[src/rtl/cpu_pkg.sv]
// cpu_pkg: shared definitions for the cpu front end.
//
// Contents
//   CPU_AWIDTH / CPU_IWIDTH : default address and instruction widths
//   CPU_RESET_PC            : default first fetch address after reset
//   fetch_entry_t           : one prefetched instruction tagged with its PC
//                             (default widths; parameterised blocks build
//                             the same layout from their own widths)
//   ptr_width()             : index width for an N-entry storage array
package cpu_pkg;

  localparam int          CPU_AWIDTH   = 16;
  localparam int          CPU_IWIDTH   = 16;
  localparam int unsigned CPU_RESET_PC = 0;

  typedef struct packed {
    logic [CPU_IWIDTH-1:0] instr;
    logic [CPU_AWIDTH-1:0] pc;
  } fetch_entry_t;

  // A one-entry array still needs a one-bit index.
  function automatic int ptr_width(input int depth);
    return (depth > 1) ? $clog2(depth) : 1;
  endfunction

endpackage

[src/rtl/fifo_sync.sv]
// fifo_sync: synchronous single-clock FIFO with a combinational read port.
//
// Ports
//   i_clk    clock
//   i_rst    synchronous active-high reset (pointers and count only)
//   i_flush  synchronous discard of all entries
//   i_push   write i_wdata; accepted when not full, or when full and a
//            pop happens in the same cycle
//   i_wdata  write data
//   i_pop    release the head entry (ignored when empty)
//   o_rdata  head entry (content undefined when empty)
//   o_full   DEPTH entries held
//   o_empty  no entries held
//   o_count  number of entries held
//
// DEPTH need not be a power of two; pointers wrap explicitly.
module fifo_sync
  import cpu_pkg::*;
#(
  parameter int WIDTH = 8,
  parameter int DEPTH = 2
) (
  input  logic                       i_clk,
  input  logic                       i_rst,
  input  logic                       i_flush,
  input  logic                       i_push,
  input  logic [WIDTH-1:0]           i_wdata,
  input  logic                       i_pop,
  output logic [WIDTH-1:0]           o_rdata,
  output logic                       o_full,
  output logic                       o_empty,
  output logic [$clog2(DEPTH+1)-1:0] o_count
);

  localparam int PW = ptr_width(DEPTH);
  localparam int CW = $clog2(DEPTH + 1);

  logic [WIDTH-1:0] r_mem [DEPTH];
  logic [PW-1:0]    r_wr_ptr;
  logic [PW-1:0]    r_rd_ptr;
  logic [CW-1:0]    r_count;

  logic w_push;
  logic w_pop;

  function automatic logic [PW-1:0] ptr_inc(input logic [PW-1:0] p);
    return (p == PW'(DEPTH - 1)) ? '0 : p + PW'(1);
  endfunction

  assign o_full  = (r_count == CW'(DEPTH));
  assign o_empty = (r_count == '0);
  assign o_count = r_count;
  assign o_rdata = r_mem[r_rd_ptr];

  assign w_pop  = i_pop & ~o_empty;
  // When full, the write lands in the slot the same-cycle pop vacates.
  assign w_push = i_push & (~o_full | w_pop);

  always_ff @(posedge i_clk) begin
    if (i_rst || i_flush) begin
      r_wr_ptr <= '0;
      r_rd_ptr <= '0;
      r_count  <= '0;
    end else begin
      if (w_push) r_wr_ptr <= ptr_inc(r_wr_ptr);
      if (w_pop)  r_rd_ptr <= ptr_inc(r_rd_ptr);
      case ({w_push, w_pop})
        2'b10:   r_count <= r_count + CW'(1);
        2'b01:   r_count <= r_count - CW'(1);
        default: r_count <= r_count;
      endcase
    end
  end

  // Storage carries data only and is not reset.
  always_ff @(posedge i_clk) begin
    if (w_push) r_mem[r_wr_ptr] <= i_wdata;
  end

endmodule

[src/rtl/cpu_ifetch.sv]
// cpu_ifetch: instruction-fetch front end with an in-order prefetch queue,
// pipelined request/grant memory reads and branch redirect.
//
// Ports
//   clk            clock
//   reset          synchronous active-high reset
//   mem_rd_o       read request
//   mem_raddr_o    read address (branch target when br_valid_i)
//   mem_gnt_i      request accepted this cycle (with mem_rd_o)
//   mem_rvalid_i   read data valid, in order, >=1 cycle after grant
//   mem_rdata_i    read data
//   hold_i         data side owns the port; blocks new requests only
//   br_valid_i     redirect fetch (one-cycle pulse, highest priority)
//   br_target_i    redirect address
//   ir_o           head instruction (0 when nothing valid)
//   ir_pc_o        PC of head instruction (0 when nothing valid)
//   ir_valid_o     head valid
//   ir_ready_i     decode consumes head when ir_valid_o & ir_ready_i
//
// Build option
//   IFETCH_BYPASS_EN : when defined, a response arriving into an empty
//   queue with nothing to discard and no branch is presented on ir_*
//   combinationally in the same cycle, and is not written to the queue if
//   decode takes it. Undefined (default): outputs come only from the queue.
module cpu_ifetch
  import cpu_pkg::*;
#(
  parameter int          AWIDTH   = CPU_AWIDTH,
  parameter int          IWIDTH   = CPU_IWIDTH,
  parameter int          DEPTH    = 2,
  parameter int          MAX_OUT  = 2,
  parameter int unsigned RESET_PC = CPU_RESET_PC
) (
  input  logic              clk,
  input  logic              reset,
  output logic              mem_rd_o,
  output logic [AWIDTH-1:0] mem_raddr_o,
  input  logic              mem_gnt_i,
  input  logic              mem_rvalid_i,
  input  logic [IWIDTH-1:0] mem_rdata_i,
  input  logic              hold_i,
  input  logic              br_valid_i,
  input  logic [AWIDTH-1:0] br_target_i,
  output logic [IWIDTH-1:0] ir_o,
  output logic [AWIDTH-1:0] ir_pc_o,
  output logic              ir_valid_o,
  input  logic              ir_ready_i
);

  localparam int QCW = $clog2(DEPTH + 1);
  localparam int OCW = $clog2(MAX_OUT + 1);
  localparam int EW  = IWIDTH + AWIDTH;

  typedef struct packed {
    logic [IWIDTH-1:0] instr;
    logic [AWIDTH-1:0] pc;
  } entry_t;

  // Fetch state
  logic [AWIDTH-1:0] r_fetch_pc;
  logic [OCW-1:0]    r_discard;

  // Outstanding-PC FIFO
  logic              w_grant;
  logic [AWIDTH-1:0] w_pc_head;
  logic              w_pc_full;
  logic              w_pc_empty;
  logic [OCW-1:0]    w_inflight;

  // Prefetch queue
  entry_t            w_q_wdata;
  logic [EW-1:0]     w_q_rdata;
  entry_t            w_q_head;
  logic              w_q_push;
  logic              w_q_pop;
  logic              w_q_full;
  logic              w_q_empty;
  logic [QCW-1:0]    w_q_count;

  // Response / output steering
  logic              w_hit;
  logic              w_bypass;
  logic              w_consume;
  logic [31:0]       w_occ;
  logic              w_unused_flags;

  // ---- issue stage: request only when a queue slot is guaranteed ----
  // Slots already spoken for: held entries plus live in-flight reads
  // (reads marked for discard will never occupy a slot).
  assign w_occ = 32'(w_q_count) + 32'(w_inflight) - 32'(r_discard);

  assign mem_rd_o    = ~reset & ~hold_i & ~w_pc_full & (w_occ < 32'(DEPTH));
  assign mem_raddr_o = br_valid_i ? br_target_i : r_fetch_pc;
  assign w_grant     = mem_rd_o & mem_gnt_i;

  always_ff @(posedge clk) begin
    if (reset) begin
      r_fetch_pc <= AWIDTH'(RESET_PC);
      r_discard  <= '0;
    end else begin
      // Wraps modulo 2^AWIDTH through the natural width of the add.
      if (w_grant)         r_fetch_pc <= mem_raddr_o + AWIDTH'(1);
      else if (br_valid_i) r_fetch_pc <= br_target_i;

      // A branch marks every older read still pending as stale; one that
      // returns this very cycle is dropped directly. A read granted in the
      // branch cycle is to the target and is not counted.
      if (br_valid_i)
        r_discard <= w_inflight - OCW'(mem_rvalid_i);
      else if (mem_rvalid_i && (r_discard != '0))
        r_discard <= r_discard - OCW'(1);
    end
  end

  // One entry per read in flight, so its occupancy is the in-flight count.
  fifo_sync #(
    .WIDTH (AWIDTH),
    .DEPTH (MAX_OUT)
  ) u_pc_fifo (
    .i_clk   (clk),
    .i_rst   (reset),
    .i_flush (1'b0),
    .i_push  (w_grant),
    .i_wdata (mem_raddr_o),
    .i_pop   (mem_rvalid_i),
    .o_rdata (w_pc_head),
    .o_full  (w_pc_full),
    .o_empty (w_pc_empty),
    .o_count (w_inflight)
  );

  // ---- response stage: keep or drop returning data ----
  assign w_hit = mem_rvalid_i & (r_discard == '0) & ~br_valid_i;

`ifdef IFETCH_BYPASS_EN
  assign w_bypass = w_hit & w_q_empty;
`else
  assign w_bypass = 1'b0;
`endif

  assign w_q_wdata.instr = mem_rdata_i;
  assign w_q_wdata.pc    = w_pc_head;

  // A bypassed word taken by decode this cycle never enters the queue.
  assign w_q_push  = w_hit & ~(w_bypass & ir_ready_i);
  assign w_consume = ir_valid_o & ir_ready_i & ~br_valid_i;
  assign w_q_pop   = w_consume & ~w_q_empty;

  fifo_sync #(
    .WIDTH (EW),
    .DEPTH (DEPTH)
  ) u_prefetch_q (
    .i_clk   (clk),
    .i_rst   (reset),
    .i_flush (br_valid_i),
    .i_push  (w_q_push),
    .i_wdata (w_q_wdata),
    .i_pop   (w_q_pop),
    .o_rdata (w_q_rdata),
    .o_full  (w_q_full),
    .o_empty (w_q_empty),
    .o_count (w_q_count)
  );

  // ---- output stage: queue head, or the bypassed response ----
  assign w_q_head = entry_t'(w_q_rdata);

  always_comb begin
    ir_valid_o = 1'b0;
    ir_o       = '0;
    ir_pc_o    = '0;
    if (w_bypass) begin
      ir_valid_o = 1'b1;
      ir_o       = mem_rdata_i;
      ir_pc_o    = w_pc_head;
    end else if (!w_q_empty) begin
      ir_valid_o = 1'b1;
      ir_o       = w_q_head.instr;
      ir_pc_o    = w_q_head.pc;
    end
  end

  // Status flags the control logic does not need; the in-flight limit and
  // slot reservation already imply them.
  assign w_unused_flags = w_q_full ^ w_pc_empty;

endmodule
[config.mk]
export PLATFORM = sky130hd
export DESIGN_NAME = cpu_ifetch
export DESIGN_NICKNAME = d
export VERILOG_FILES = /design/src/rtl/cpu_pkg.sv /design/src/rtl/fifo_sync.sv /design/src/rtl/cpu_ifetch.sv
export SDC_FILE = /design/constraint.sdc
export NUM_CORES = 1
export LEC_CHECK = 0
export CAP_MARGIN = 20
export CORE_MARGIN = 1.5
export CORE_UTILIZATION = 45
export CTS_CLUSTER_SIZE = 25
export DETAILED_ROUTE_END_ITERATION = 16
export PLACE_DENSITY = 0.69
export SYNTH_ARGS = -nofsm -noshare
export SYNTH_HDL_FRONTEND = slang
export SYNTH_SLANG_ARGS = --single-unit
[constraint.sdc]
create_clock -name clk -period 8.9 [get_ports clk]
set_input_delay 2.67 -clock clk [delete_from_list [all_inputs] [get_ports clk]]
set_output_delay 2.67 -clock clk [all_outputs]
set_load 0.1 [all_outputs]
==> results.md, run 1 <==
- Pre-CTS WS: between 1000 and 1500 ps
- Post-synth cell types: 48
- Number of global-route vias before repair: ~3,400
- N_diodes: 0
- Max cap viols: 0
- WS Path Type: in -> out
- Final slew viol count: 0
- DRT antenna net count: 0
- Slew @ Worst Pin: between 1000 and 1500 ps
- Ys Warns: 0
- Detailed-route via count: about 3,300
- Peak VDD IR: between 0.0001 and 0.00015 V
- Setup TNS: 0 ps
- # rows: 39
- Largest net degree at the start of global routing: 34
- Port-buffer cells: 88
- Reg area: about 3400 um^2
- CTS tree: done
- Util after Layout: approximately 60%
- P_int: ~0.0011 W
- Final hold vios: 0
- Top FF cell, synth: edfxtp_1
- Pwr/cell area: between 200 and 250 nW/um^2
- Clk sinks: approximately 120
- Clock slew at reported path FFs: ~50 ps
- Worst rel slew slack: about a third
- Clock power frac: between 40% and 50%
- Filler cells: approximately 900
- Cell area after synthesis: 5320 um^2
- WP data arrival: approximately 4500 ps
- Yosys reg bits: about 120
- Worst-path fanout max: 20
- Net Sw Power: around 0.00037 W
- WP data required: just over 6000 ps
- Drc violations: 0
- Startpoint Class: primary input
- DR WL/cell: 16.1 um
- Total GRT Usage: approximately 17%
- Hold-fix buffers, CTS: 0
- PostCTS Resize Cnt: 0
- Post-synth EDFFs: 96
- H-tree levels: 4
- Layout net count: 528
- CTS Buf Count: 17
- Fmax: 0.140 GHz
- Seq/Total Area, Yosys: 64.7%
- Pleak: 2.35 nW
- Total iterations of the first detailed-routing run: 4
- Area of the multi-input gates: 1770 um^2
- I/O pin cnt: 89
- CP Capture Type: primary output
- RSZ-0062 raised after global routing: no
- Wirelength, routed: 10,300 um
- Ys async rst share: 0%
- Total grt overflow: 0
- Clock Path Buffers: 2
- R2R depth: 6
- Post-Syn Nets: 431
- Total setup buffers inserted after CTS: 0
- Synth Area per Inst: approximately 14 um^2
- Die ar.: 12,500 um^2
- RePlAce Congestion: 0.892
- Die Width: around 110 um
- Final setup viols: 0
- Synth area leaders: edfxtp_1 54%, dfxtp_1 11%, mux2i_1 6.8%
- Dpl hpwl: about 7000 um
- Global-route wire length before repair: about 17,000 um
- Critical Path Source: br_valid_i
- Sw Share: 25.1%
- Post-layout worst setup margin: roughly 1700 ps
- Initial antenna violation count: 0
- Share of cells above drive strength 1: 17.4%
- Area share of the largest cell type after synthesis: a little over half
- Hold Crit Class: reg -> reg
- Starting density of the core: 46.4%
- Layout area overhead: 28.9%
- Status: complete, no violations
- Hold depth: 2
- Comb pwr share: between 10 and 15%
- Period utilisation layout: roughly 81%
- Final Skew: 6.58 ps
- Root Buffer: clkbuf_16
- Worst-skew pair later-pin latency: roughly 400 ps
- Core ar.: approximately 11,000 um^2
- Initial DRC count: 142
- Worst R2R Setup Slack: 5410 ps
- Crit Reg-Reg Startpoint: u_prefetch_q.o_count[1]
- Period minus WS final: between 7000 and 8000 ps
- Sequential power share: approximately 44%
- DIE HEIGHT: 112 um
- Synth Instances: 384
- Hold path startpoint: u_pc_fifo.r_rd_ptr
- DR vias/cell: approximately 5.2
- Largest area contributor in the netlist: edfxtp_1
synth_stat cells (2+ instances only):
master and number:
nor4_1 3, and4_1 4, buf_1 3, o21ai_0 3
xnor2_1 13, ha_1 6, a211oi_1 7, nand3_2 2
xor2_1 2, fa_1 2, a21oi_1 9, a31oi_1 5
nand3_1 8, nand2_1 9, mux2i_1 36, a31o_2 2
edfxtp_1 96, clkbuf_1 9, nor3_1 10, mux2_2 27
nand2b_1 4, nand3b_1 3, inv_1 11, dfxtp_1 28
and2_1 4, nor2_1 55, buf_2 2
placed cells by master, fill, tap and decap left out, types with 7 or more instances in the layout:
cell type / n
nor2_1: 54
edfxtp_1: 96
inv_1: 11
a211oi_1: 7
nand3_1: 8
nand2_1: 9
mux2_2: 27
clkbuf_16: 18
clkdlybuf4s50_1: 71
xnor2_1: 13
mux2i_1: 36
a21oi_1: 9
buf_4: 22
clkbuf_1: 10
nor3_1: 10
dfxtp_1: 27
logic make-up after synthesis:
kind of cell               after synthesis  share of synthesized area, %
buffers and inverters                   27                          2.16
adders and majority gates                8                          2.16
xor gates and xnor gates                16                          2.78
AOI/OAI and AO/OA                       33                          4.35
and+or+nand+nor                        112                          11.1
muxes                                   64                          12.8
DFF                                    124                          64.7
worst max-delay path, cell delays in order:
cell,delay (ps)
clkdlybuf4s50_1,700
buf_6,270
mux2i_1,370
inv_1,200
buf_4,280
power by group through the flow:
stage                     Sequential, W  Clock [W]  Combinational (W)
after floorplan                0.000661          0           0.000153
final                          0.000654   0.000613           0.000207
after global routing           0.000655   0.000656           0.000220
after global placement         0.000665          0           0.000204
after CTS                      0.000654   0.000626           0.000208
after detailed placement       0.000665          0           0.000207
flip-flops by register name, indices dropped and copies added (netlist names), named ones only:
name and count:
u_pc_fifo.r_wr_ptr 1, u_prefetch_q.r_mem 64, u_prefetch_q.o_count 2, u_prefetch_q.r_wr_ptr 1, r_discard 2, u_pc_fifo.r_rd_ptr 1, r_fetch_pc 16, u_pc_fifo.r_mem 32
u_pc_fifo.o_count 2, u_prefetch_q.r_rd_ptr 1
through the flow:
stage	area, um^2	instances	hold slack (ps)	total power [W]
after global routing	6860	637	536	0.00153
after detailed placement	6310	604	510	0.000872
after floorplan	5320	384	481	0.000814
final	6860	637	511	0.00147
after global placement	6310	604	499	0.000869
after CTS	6850	636	513	0.00149
layer usage:
metal / vias to the layer above / GRT usage [%] / routed length [um]
li1: 1611 / - / -
met4: 0 / 5.65 / 84
met5: - / 0 / 0
met2: 97 / 27.9 / 4760
met3: 8 / 5.72 / 495
met1: 1589 / 22.2 / 4930
path summary, 6_finish.rpt:
path                                  to
setup / recovery          mem_raddr_o[2]
setup reg to reg  u_pc_fifo.r_mem[1][14]
hold / removal                  register
hold reg to reg                 register
cell type report:
type / count / share of cell area (%)
clock buffer: 31 / 7.72
clock inverter: 1 / 0.0730
sequential: 124 / 50.2
tap: 143 / 2.61
timing repair buffer: 94 / 12.9
multi-input combinational: 233 / 25.8
inverter: 11 / 0.602
No activity file was read; power rests on OpenSTA's default activity.
==> inputs of run 2 (changes only) <==
==> constraint.sdc (replaced) <==
create_clock -name clk -period 7.2 [get_ports clk]
set_input_delay 2.16 -clock clk [delete_from_list [all_inputs] [get_ports clk]]
set_output_delay 2.16 -clock clk [all_outputs]
set_load 0.1 [all_outputs]
==> results.md, run 2 (synthesis gave the netlist of run 1 again) <==
- Status: complete, no violations
- Core ar.: 11,500 um^2 (unchanged)
- Total iterations of the first detailed-routing run: 4 (unchanged)
- Util after Layout: 60.5% (+0.73 points)
- Top Registers: u_prefetch_q.r_mem x64, u_pc_fifo.r_mem x32, r_fetch_pc x16
- Period utilisation layout: ~83%
- Largest net degree at the start of global routing: 38 (+12%)
- Initial antenna violation count: 0 (unchanged)
- I/O pin cnt: 89 (unchanged)
- Clock slew at reported path FFs: 50 ps (about the same)
- Fmax: ~0.17 GHz
- DR WL/cell: 16.2 um (+0.55%)
- Drc violations: 0 (unchanged)
- H-tree levels: 4 (unchanged)
- Largest register FFs: 64 (unchanged)
- Share of cells above drive strength 1: 18.1% (+0.64 points)
- WS Path Type: in -> out
- Slew @ Worst Pin: 1020 ps (+2.35 ps)
- Peak VDD IR: 0.000143 V (+8.5%)
- Pwr/cell area: 273 nW/um^2 (+27%)
- CP Capture Type: primary output
- Dpl hpwl: 6770 um (-0.99%)
- Starting density of the core: 46.4% (unchanged)
- Number of global-route vias before repair: 3,421 (-0.49%)
- # rows: 39 (unchanged)
- Wirelength, routed: 10,300 um (+0.39%)
- N_diodes: 0 (unchanged)
- Max cap viols: 0 (unchanged)
- Final setup viols: 0 (unchanged)
- Final slew viol count: 0 (unchanged)
- Clk sinks: 124 (unchanged)
- Leading cell type in the layout, fill and taps excluded: edfxtp_1
- Initial DRC count: 217 (+53%)
- Setup TNS: 0 ps (unchanged)
- RSZ-0062 raised after global routing: no
- Global-route wire length before repair: 17,100 um (+2.4%)
- Total setup buffers inserted after CTS: 0 (unchanged)
- Total GRT Usage: 17.7% (+0.37 points)
- Die Width: 112 um (unchanged)
- DIE HEIGHT: 112 um (unchanged)
- Pleak: 2.38 nW (+1.4%)
- Hold Crit Class: reg -> reg
- RePlAce Congestion: 0.877 (-1.7%)
- Total grt overflow: 0 (unchanged)
- DRT antenna net count: 0 (unchanged)
- Final Skew: 8.52 ps (+1.95 ps)
- Die ar.: 12,500 um^2 (unchanged)
- Final hold vios: 0 (unchanged)
- Detailed-route via count: 3,303 (-0.061%)
- Port-buffer cells: 88 (unchanged)
- Commonest non-fill, non-tap cells in the layout: 96 x edfxtp_1, 71 x clkdlybuf4s50_1, 54 x nor2_1
- Period minus WS final: between 5000 and 6000 ps
- CTS tree: done
- DR vias/cell: 5.19 (about the same)
- CTS Buf Count: 17 (unchanged)
- Clock Path Buffers: 2 (unchanged)
- Layout area overhead: 30.5%
- WP data arrival: 3820 ps (-680 ps)
- WP data required: 5040 ps (-1190 ps)
- Worst-path cell chain: clkdlybuf4s50_1 -> buf_4 -> mux2i_1 -> inv_1 -> buf_12
- Worst-skew pair later-pin latency: 400 ps (about the same)
- Largest reg by FF count: u_prefetch_q.r_mem
- Slowest cell on the critical path: clkdlybuf4s50_1
- Startpoint Class: primary input
- Root Buffer: clkbuf_16
- Slowest stage delay, CP: 460 ps (-240 ps)
- PostCTS Resize Cnt: 0 (unchanged)
- Layout net count: 527 (-0.19%)
- Worst rel slew slack: 31.9% (-0.16 points)
- Hold-fix buffers, CTS: 0 (unchanged)
- Worst-path fanout max: 37 (+85%)
==> run 2: worst paths after layout <==
| check | startpoint | slack, ps | cells past startpoint | endpoint |
|---|---|---|---|---|
| min reg2reg | u_pc_fifo.r_rd_ptr | 520 | 2 | u_pc_fifo.r_rd_ptr |
| min | u_pc_fifo.r_rd_ptr | 520 | 2 | u_pc_fifo.r_rd_ptr |
| max reg2reg | u_prefetch_q.o_count[1] | 3730 | 9 | u_pc_fifo.o_count[1] |
| max | br_valid_i | 1220 | 5 | mem_raddr_o[2] |
==> run 2: worst max-delay path: cells and delay by family <==
family	cells	cell delay, ps
mux	1	380
buf+inv	4	1260
==> run 2: final cells by class <==
| cell class | count | area [um^2] |
|---|---|---|
| Fill cell | 875 | 4530 |
| Sequential cell | 124 | 3440 |
| Multi-Input combinational cell | 233 | 1770 |
| Timing Repair Buffer | 93 | 926 |
| Clock buffer | 24 | 462 |
| Tap cell | 143 | 179 |
| Clock inverter | 8 | 118 |
| Inverter | 11 | 41.3 |
==> run 2: through the flow <==
step | total power [W] | cell area [um^2] | hold slack [ps] | worst slack, ps | std cells
6_report | 0.00190 | 6940 | 524 | 1220 | 636
5_1_grt | 0.00197 | 6940 | 572 | 1170 | 636
4_1_cts | 0.00192 | 6940 | 526 | 1230 | 636
3_5_place_dp | 0.00108 | 6360 | 502 | 1250 | 604
3_3_place_gp | 0.00108 | 6360 | 497 | 1290 | 604
2_1_floorplan | 0.00101 | 5320 | 481 | 1290 | 384
==> run 2: per-layer routing <==
layer	vias up	GRT usage, %	wire length, um
met2	109	28.6	4880
met4	0	6.84	155
li1	1609	-	-
met5	-	0	0
met1	1569	22.8	4700
met3	16	4.90	565
==> run 2: power by group <==
| group | internal [W] | switching (W) |
|---|---|---|
| clock network | 0.000551 | 0.000280 |
| registers | 0.000796 | 0.0000125 |
| logic | 0.0000838 | 0.000175 |
| total | 0.00143 | 0.000468 |
